===== src/rtl/fpu_pkg.sv =====
// fpu_pkg: constants and types shared by the float/int conversion datapath.
//   EXP_BIAS / EXP_MAX     binary32 exponent bias and all-ones exponent
//   INT32_MAX / INT32_MIN  saturation values for signed 32-bit results
//   EXP_HALF / EXP_SAT     exponent of 0.5 and of 2^31 (conversion range edges)
//   ftoi_class             operand class computed before the stage-1 registers
package fpu_pkg;
   localparam int          EXP_BIAS  = 127;
   localparam int          EXP_MAX   = 255;
   localparam logic [31:0] INT32_MAX = 32'h7FFF_FFFF;
   localparam logic [31:0] INT32_MIN = 32'h8000_0000;

   // Below EXP_HALF the magnitude is < 0.5 and rounds to 0.
   // At or above EXP_SAT the magnitude is >= 2^31 and does not fit.
   localparam logic [7:0]  EXP_HALF  = 8'(EXP_BIAS - 1);
   localparam logic [7:0]  EXP_SAT   = 8'(EXP_BIAS + 31);
   localparam logic [7:0]  EXP_ONES  = 8'(EXP_MAX);

   typedef enum logic [2:0] {
      ZERO      = 3'd0,
      NORM      = 3'd1,
      SAT_POS   = 3'd2,
      SAT_NEG   = 3'd3,
      EXACT_MIN = 3'd4
   } ftoi_class;
endpackage


===== src/rtl/ftoi_align.sv =====
// ftoi_align: combinational front end of the float-to-int converter.
// Classifies the binary32 operand and right-aligns its significand so the
// integer part lands in bit 0 upward.
//   x          in   binary32 operand {sign, exp[7:0], frac[22:0]}
//   cls        out  operand class
//   mag_trunc  out  integer part of |x| (valid for NORM, else 0)
//   guard      out  first bit below the integer point (valid for NORM, else 0)
module ftoi_align
   import fpu_pkg::*;
(
   input  logic [31:0] x,
   output ftoi_class   cls,
   output logic [30:0] mag_trunc,
   output logic        guard
);

   logic        sign;
   logic [7:0]  expo;
   logic [22:0] frac;
   logic [31:0] a_val;
   logic [5:0]  sh;
   logic [4:0]  guard_idx;

   assign sign  = x[31];
   assign expo  = x[30:23];
   assign frac  = x[22:0];

   // Significand placed so that bit 31 is the hidden one; a shift of
   // (158 - e) then leaves the integer part in the low bits.
   assign a_val     = {1'b1, frac, 8'b0};
   assign sh        = 6'(EXP_SAT - expo);
   assign guard_idx = 5'(sh - 6'd1);

   always_comb begin
      cls       = ZERO;
      mag_trunc = '0;
      guard     = 1'b0;
      if (expo < EXP_HALF) begin
         cls = ZERO;
      end else if (expo == EXP_ONES) begin
         // NaN always saturates positive; Inf follows its sign.
         cls = ((frac != '0) || !sign) ? SAT_POS : SAT_NEG;
      end else if (expo >= EXP_SAT) begin
         // -2^31 is the only value at or beyond 2^31 that still fits.
         if (sign && (expo == EXP_SAT) && (frac == '0))
            cls = EXACT_MIN;
         else
            cls = sign ? SAT_NEG : SAT_POS;
      end else begin
         cls = NORM;
         // sh is 1..32; a shift by 32 clears the value, leaving the hidden
         // one as the guard bit (0.5 <= |x| < 1 rounds to 1).
         mag_trunc = 31'(a_val >> sh);
         guard     = a_val[guard_idx];
      end
   end

endmodule


===== src/rtl/ftoi_pipe.sv =====
// ftoi_pipe: two-stage binary32 -> signed int32 converter, rounding to
// nearest with ties away from zero, saturating out-of-range inputs.
//   clk        in   clock
//   rstn       in   asynchronous active-low reset
//   in_valid   in   x carries a conversion request
//   in_ready   out  x is accepted this cycle
//   x          in   binary32 operand
//   out_valid  out  y/ovf hold a result
//   out_ready  in   consumer takes y this cycle
//   y          out  signed integer result
//   ovf        out  result saturated (out of range, Inf or NaN)
module ftoi_pipe
   import fpu_pkg::*;
(
   input  logic        clk,
   input  logic        rstn,
   input  logic        in_valid,
   output logic        in_ready,
   input  logic [31:0] x,
   output logic        out_valid,
   input  logic        out_ready,
   output logic [31:0] y,
   output logic        ovf
);

   ftoi_class   align_cls;
   logic [30:0] align_mag;
   logic        align_guard;

   ftoi_align u_align (
      .x         (x),
      .cls       (align_cls),
      .mag_trunc (align_mag),
      .guard     (align_guard)
   );

   logic        s1_valid_q, s1_valid_d;
   logic        s1_sign_q,  s1_sign_d;
   ftoi_class   s1_cls_q,   s1_cls_d;
   logic [30:0] s1_mag_q,   s1_mag_d;
   logic        s1_guard_q, s1_guard_d;
   logic        out_valid_q, out_valid_d;
   logic [31:0] y_q, y_d;
   logic        ovf_q, ovf_d;

   logic        s2_load;
   logic [31:0] rounded;

   // Stage 1 can take a new operand unless both stages are full and the
   // consumer is stalling.
   assign in_ready = !s1_valid_q || !out_valid_q || out_ready;
   assign s2_load  = s1_valid_q && (!out_valid_q || out_ready);
   // Cannot carry out of bit 30: the largest truncated magnitude has a zero guard.
   assign rounded  = {1'b0, s1_mag_q} + {31'b0, s1_guard_q};

   always_comb begin
      s1_valid_d  = s1_valid_q;
      s1_sign_d   = s1_sign_q;
      s1_cls_d    = s1_cls_q;
      s1_mag_d    = s1_mag_q;
      s1_guard_d  = s1_guard_q;
      out_valid_d = out_valid_q;
      y_d         = y_q;
      ovf_d       = ovf_q;

      if (in_ready) begin
         s1_valid_d = in_valid;
         // Data registers only move on a real transfer.
         if (in_valid) begin
            s1_sign_d  = x[31];
            s1_cls_d   = align_cls;
            s1_mag_d   = align_mag;
            s1_guard_d = align_guard;
         end
      end

      if (s2_load) begin
         out_valid_d = 1'b1;
         case (s1_cls_q)
            NORM: begin
               y_d   = s1_sign_q ? (~rounded + 32'd1) : rounded;
               ovf_d = 1'b0;
            end
            SAT_POS: begin
               y_d   = INT32_MAX;
               ovf_d = 1'b1;
            end
            SAT_NEG: begin
               y_d   = INT32_MIN;
               ovf_d = 1'b1;
            end
            EXACT_MIN: begin
               y_d   = INT32_MIN;
               ovf_d = 1'b0;
            end
            default: begin
               y_d   = '0;
               ovf_d = 1'b0;
            end
         endcase
      end else if (out_ready) begin
         out_valid_d = 1'b0;
      end
   end

   always_ff @(posedge clk or negedge rstn) begin
      if (!rstn) begin
         s1_valid_q  <= 1'b0;
         s1_sign_q   <= 1'b0;
         s1_cls_q    <= ZERO;
         s1_mag_q    <= '0;
         s1_guard_q  <= 1'b0;
         out_valid_q <= 1'b0;
         y_q         <= '0;
         ovf_q       <= 1'b0;
      end else begin
         s1_valid_q  <= s1_valid_d;
         s1_sign_q   <= s1_sign_d;
         s1_cls_q    <= s1_cls_d;
         s1_mag_q    <= s1_mag_d;
         s1_guard_q  <= s1_guard_d;
         out_valid_q <= out_valid_d;
         y_q         <= y_d;
         ovf_q       <= ovf_d;
      end
   end

   assign out_valid = out_valid_q;
   assign y         = y_q;
   assign ovf       = ovf_q;

endmodule

===== config.mk =====
export PLATFORM = sky130hd
export DESIGN_NAME = ftoi_pipe
export DESIGN_NICKNAME = d
export VERILOG_FILES = /design/src/rtl/fpu_pkg.sv /design/src/rtl/ftoi_align.sv /design/src/rtl/ftoi_pipe.sv
export SDC_FILE = /design/constraint.sdc
export NUM_CORES = 1
export LEC_CHECK = 0
export CAP_MARGIN = 20
export CORE_AREA = 3 3 115 117
export DETAILED_ROUTE_END_ITERATION = 10
export DIE_AREA = 0 0 118 120
export PLACE_DENSITY = 0.75
export RECOVER_POWER = 50
export SYNTH_ARGS = -nofsm -noshare
export SYNTH_HDL_FRONTEND = slang
export SYNTH_SLANG_ARGS = --single-unit

===== constraint.sdc =====
create_clock -name clk -period 3.2 [get_ports clk]
set_clock_uncertainty 0.05 [all_clocks]
set_input_delay 0.64 -clock clk [delete_from_list [all_inputs] [get_ports clk]]
set_output_delay 0.64 -clock clk [all_outputs]
set_load 0.05 [all_outputs]

== After elaboration in Yosys (flattened, before gate mapping) ==
Cells that the tools add are included.
Operators by class
  add/sub/neg operators: 4
  order comparisons: 3
  eq/ne operators: 6
  shifts and indexed selects: 1
  multiplexer cells: 19
  bitwise operators: 1
  reductions and logical operators: 16
Operators with widths (number)
  $pmux 32 s3: 1
  $mux 31: 3
  $add 31x1->32: 1
  $add 32x1->32 const B: 1
  $mux 32: 1
  $not 32->32: 1
  $shr 32x6->31: 1
  $logic_not 23->1: 1
  $reduce_bool 23->1: 1
  $eq 8x8->1 const B: 2
  $mux 3: 4
  $mux 1: 9
  $ge 8x8->1 const B: 1
  $lt 8x7->1 const B: 1
  $eq 3x2->1 const B: 2
  $lt 5x6->1 const B: 1
  $sub 5x6->6 const A: 1
  $bmux 1 s5: 1
  $sub 5x1->5 const B: 1
  $logic_or 1x1->1: 4
  $reduce_or 2->1: 2
  $eq 3x1->1 const B: 1
  $eq 3x3->1 const B: 1
  $logic_and 1x1->1: 3
  other kinds (3): 5
Word-level totals
  register bits: 71

== Longest topological paths before layout ==
  depth in word-level cells: 7
  gate-level depth with buffers: 14

== By module ==
Synthesis repeated with hierarchy kept, for this count alone.
Unflattened totals
  cells, all modules: 741
  area, all modules: 6739.0 µm²
Modules (own cells, without submodules)
  ftoi_pipe: instances 1, cells each 482, area each 4647.0 µm², seq. area each 1776.7 µm²
  ftoi_align: instances 1, cells each 259, area each 2092.0 µm², seq. area each 0.0 µm²

== Worst setup path after synthesis ==
OpenSTA, ideal clock, no wires.
  path type: input-to-reg
  from: input port x[23]
  to: register s1_mag_q[7]
  library setup time: 0.121 ns
  data arrival time: 3.404 ns
  slack: -0.375 ns
  cell stages on the path: 13
  buffers on the path: 4
  cells stage by stage: clkbuf_1 > inv_1 > clkbuf_1 > ha_1 > clkbuf_1 > buf_1 > mux2_2 > nand2_1 > o21ai_0 > mux2_2 > o211ai_1 > o21ai_0 > a22o_1
Between the ends
  cells in the longest elaborated chain, start to end: 5
  elaborated cells on any way between the ends: 8
Ends and longest elaborated chain
  from (decl): line ftoi_pipe.sv:19  | input logic [31:0] x,
  $sub 5x6->6: line ftoi_align.sv:31  | assign sh = 6'(EXP_SAT - expo);
  $shr 32x6->31: line ftoi_align.sv:53  | mag_trunc = 31'(a_val >> sh);
  $mux 31: line ftoi_align.sv:43  | end else if (expo >= EXP_SAT) begin
  $mux 31: line ftoi_align.sv:40  | end else if (expo == EXP_ONES) begin
  $mux 31 (*): line ftoi_align.sv:38  | if (expo < EXP_HALF) begin
  to (signal assigned): line ftoi_pipe.sv:120  | s1_mag_q <= s1_mag_d;
  to (decl): line ftoi_pipe.sv:40  | logic [30:0] s1_mag_q, s1_mag_d;
Mark *: on every way between the ends. The rest lies on a longest branch, timed or not.
A chain may end at the register's enable or synchronous reset.

== Worst setup path in the final report ==
  from: register s1_mag_q[0]
  to: register y_q[26], in the netlist y[26]
Between the ends
  cells in the longest elaborated chain, start to end: 5
Ends and longest elaborated chain
  $add 31x1->32 (*): line ftoi_pipe.sv:54  | assign rounded = {1'b0, s1_mag_q} + {31'b0, s1_guard_q};
  $not 32->32: line ftoi_pipe.sv:81  | y_d = s1_sign_q ? (~rounded + 32'd1) : rounded;
  $add 32x1->32: line ftoi_pipe.sv:81
  $mux 32 (*): line ftoi_pipe.sv:81
  $pmux 32 s3 (*): line ftoi_pipe.sv:79  | case (s1_cls_q)
  to (signal assigned): line ftoi_pipe.sv:123  | y_q <= y_d;
  to (decl): line ftoi_pipe.sv:43  | logic [31:0] y_q, y_d;
Marks and branches as above.

==> out/metrics.yaml <==
period_share_pct: 96.8
critPathBufInv: 0
final_nets: 977
die_w_um: 118
io_buffers: 70
netlist_area_mm2: 0.00624
final_period_minus_worst_setup_slack_ps: 3100
clk_latency_ps: 330
fmax_ghz: 0.323
vias_per_cell: 5.83
gp_congestion: 0.948
grt_max_degree: 72
crit_fanout: 6
p_seq_share_pct: 28.3
drtAntennaViolNets: 0
slew_headroom_pct: -13.3
critPathMostFrequentCell: "ha_2"
cts_tree: "yes"
synth_edf_count: 0
grt_usage_pct: 26.4
clockPowerShare_pct: 22.3
cts_hold_buf: 0
worst_pin_slew_ps: 1700
p_switching_uw: 1610
wl_met3_um: 662
crit_type: "flop to flop"
layout_common_cells: "buf_4 (113), nand2_1 (103), nor2_1 (79), o21ai_0 (72), dfrtp_1 (71)"
area_delta_synth_final_pct: 32.0
crit_chain: "ha_2, ha_2, nand2_1, nor2_1, a311o_1, a211o_1, or4_1, o41ai_2, or3_1, o2111a_1"
start_util_pct: 50.0
cts_num_sinks: 71
antenna_found_initial: 0
status: "finished, violations left"
wl_met1_mm: 7.62
grt_pass1_vias: 6396
syn_inst: 785
power_density_mw_per_mm2: 485
dr.pass1.iters: 5
cpPeakStageDelay_ps: 650
overflow: 0
worst_setup_path_start_kind: "flop"
max-cap-violations: 1
top_layer: "met4"
slowest_stage: "or4_1"
synth-seq-cells: 71
yosysWarnings: 0
grt_pass1_wl_mm: 30.7
cts-root-buf: "clkbuf_16"
p_sw_share_pct: 40.3
die_h_um: 120
num_rows: 41
drt-wirelength-per-cell_um: 16.6
worstSetupEndpointType: "flop"
slew_viol_final: 72
leakage_uw: 0.00341
min_path_type: "flop to flop"
dieArea_mm2: 0.0142
final_common_cell: "buf_4"
fin_ws_ps: 104
drtIter0Drc: 414
path_clk_slew_ps: 50
vias: 6470
hpwl_mm: 14.7
finalHoldViolCount: 0
core_area_mm2: 0.0125
syn_avg_cell_area_um2: 7.95
pre_cts_ws_ps: -230
p_int_uw: 2380
synthArstFlopShare_pct: 100
worstPathRequired_ps: 3420
utilization_pct: 66.1
wl_mm: 18.4
synth_fp_nets: 829
violations: "max-capacitance violations, max-slew violations"
htreeDepth: 3
routed-wl-met2_mm: 9.32
path_delay_family: "compound AO/OA/AOI/OAI gates"
pin_count: 71
yosysSeqAreaShare_pct: 28.5
antenna_cells: 0
cts_buffer_depth: 2
drive_above_1_share_pct: 19.4
power_frac_comb_pct: 49.5
numCtsBuffers: 9
drc: 0
setup_violations: 0
synth-main-ff-cell: "dfrtp_1"
ir_worst_vdd_mv: 0.241
ys_types: 69
worstPathArrival_ps: 3320
## metal layers
metal  track usage, %  vias up
met5                0        -
met4             14.7        0
met3             2.40       52
met2             47.8      183
met1             30.7     3034
li1                 -     3201
## layout make-up
class | count | area (um2)
Fill cell | 1058 | 4230
Clock buffer | 11 | 243
Multi-Input combinational cell | 649 | 4300
Sequential cell | 71 | 1780
Inverter | 12 | 45.0
Clock inverter | 4 | 22.5
Timing Repair Buffer | 190 | 1640
Tap cell | 172 | 215
## sequential cells by signal (all words and copies together) (netlist names)
| name | flops |
|---|---|
| s1_mag_q | 31 |
| s1_valid_q | 1 |
| y | 32 |
| out_valid | 1 |
| s1_cls_q | 3 |
| s1_sign_q | 1 |
| s1_guard_q | 1 |
| ovf | 1 |
## worst register-to-register path, cell delays in order (launching register included)
cell and delay (ps):
dfrtp_1 380, ha_2 200, ha_2 210, nand2_1 90, nor2_1 70, a311o_1 370
a211o_1 270, or4_1 650, o41ai_2 400, or3_1 170, o2111a_1 170
## metrics by stage
step	total power, uW	hold WS [ps]	setup TNS (ps)	area (um2)	cells
2_1_floorplan	2350	294	0	6270	785
3_3_place_gp	3040	413	-463	7920	1092
3_5_place_dp	3080	419	-870	7920	1092
4_1_cts	3980	286	0	8190	1107
5_1_grt	4210	451	-88.5	8240	1109
6_report	3990	423	0	8240	1109
## power groups by stage
stage	logic (uW)	registers [uW]	clock network, uW
6_report	1970	1130	888
5_1_grt	2120	1150	935
4_1_cts	1950	1130	905
3_5_place_dp	1930	1150	0
3_3_place_gp	1900	1130	0
2_1_floorplan	840	1500	0
## cells in the mapped netlist (13+ instances only)
cell      instances  area [um2]
a21oi_1          43         215
clkbuf_1         38         143
dfrtp_1          71        1780
mux2i_1          23         230
mux4_2           13         293
nand2_1         103         387
nand3_1          32         160
nand4_1          15        93.8
nor2_1           79         297
nor3_1           22         110
nor4_1           16         100
o21ai_0          71         355
xnor2_1          39         342
xor2_1           17         149
## worst paths after layout
| kind | start | end | slack [ps] | cells past startpoint |
|---|---|---|---|---|
| min in group asynchronous | rstn | y[29]$_DFFE_PN0P_ | 790 | 2 |
| worst min register to register | ovf$_DFFE_PN0P_ | ovf$_DFFE_PN0P_ | 420 | 2 |
| worst max-delay path | s1_mag_q[0]$_DFFE_PN0P_ | y[26]$_DFFE_PN0P_ | 100 | 10 |
| worst min-delay path | ovf$_DFFE_PN0P_ | ovf$_DFFE_PN0P_ | 420 | 2 |
| max in group asynchronous | rstn | s1_mag_q[5]$_DFFE_PN0P_ | 1310 | 2 |
| worst max register to register | s1_mag_q[0]$_DFFE_PN0P_ | y[26]$_DFFE_PN0P_ | 100 | 10 |
## cell families after synthesis
logic type / count (synthesis) / share of synthesized area (%)
buffers and inverters: 65 / 4.17
adder cells (fa/ha/maj): 8 / 1.60
AND/OR/NAND/NOR: 331 / 26.1
XOR/XNOR: 56 / 7.86
flip-flops: 71 / 28.5
multiplexers: 43 / 9.65
AO/OA/AOI/OAI: 211 / 22.2
## timing repair
| action | 4_1_cts | 5_1_grt |
|---|---|---|
| resized for setup | 1 | 9 |
| buffers inserted | 0 | 2 |
| pin swaps | 0 | 3 |
| setup endpoints to repair | 1 | 15 |
| cloned | 0 | 0 |
(Power assumes the default switching activity.)
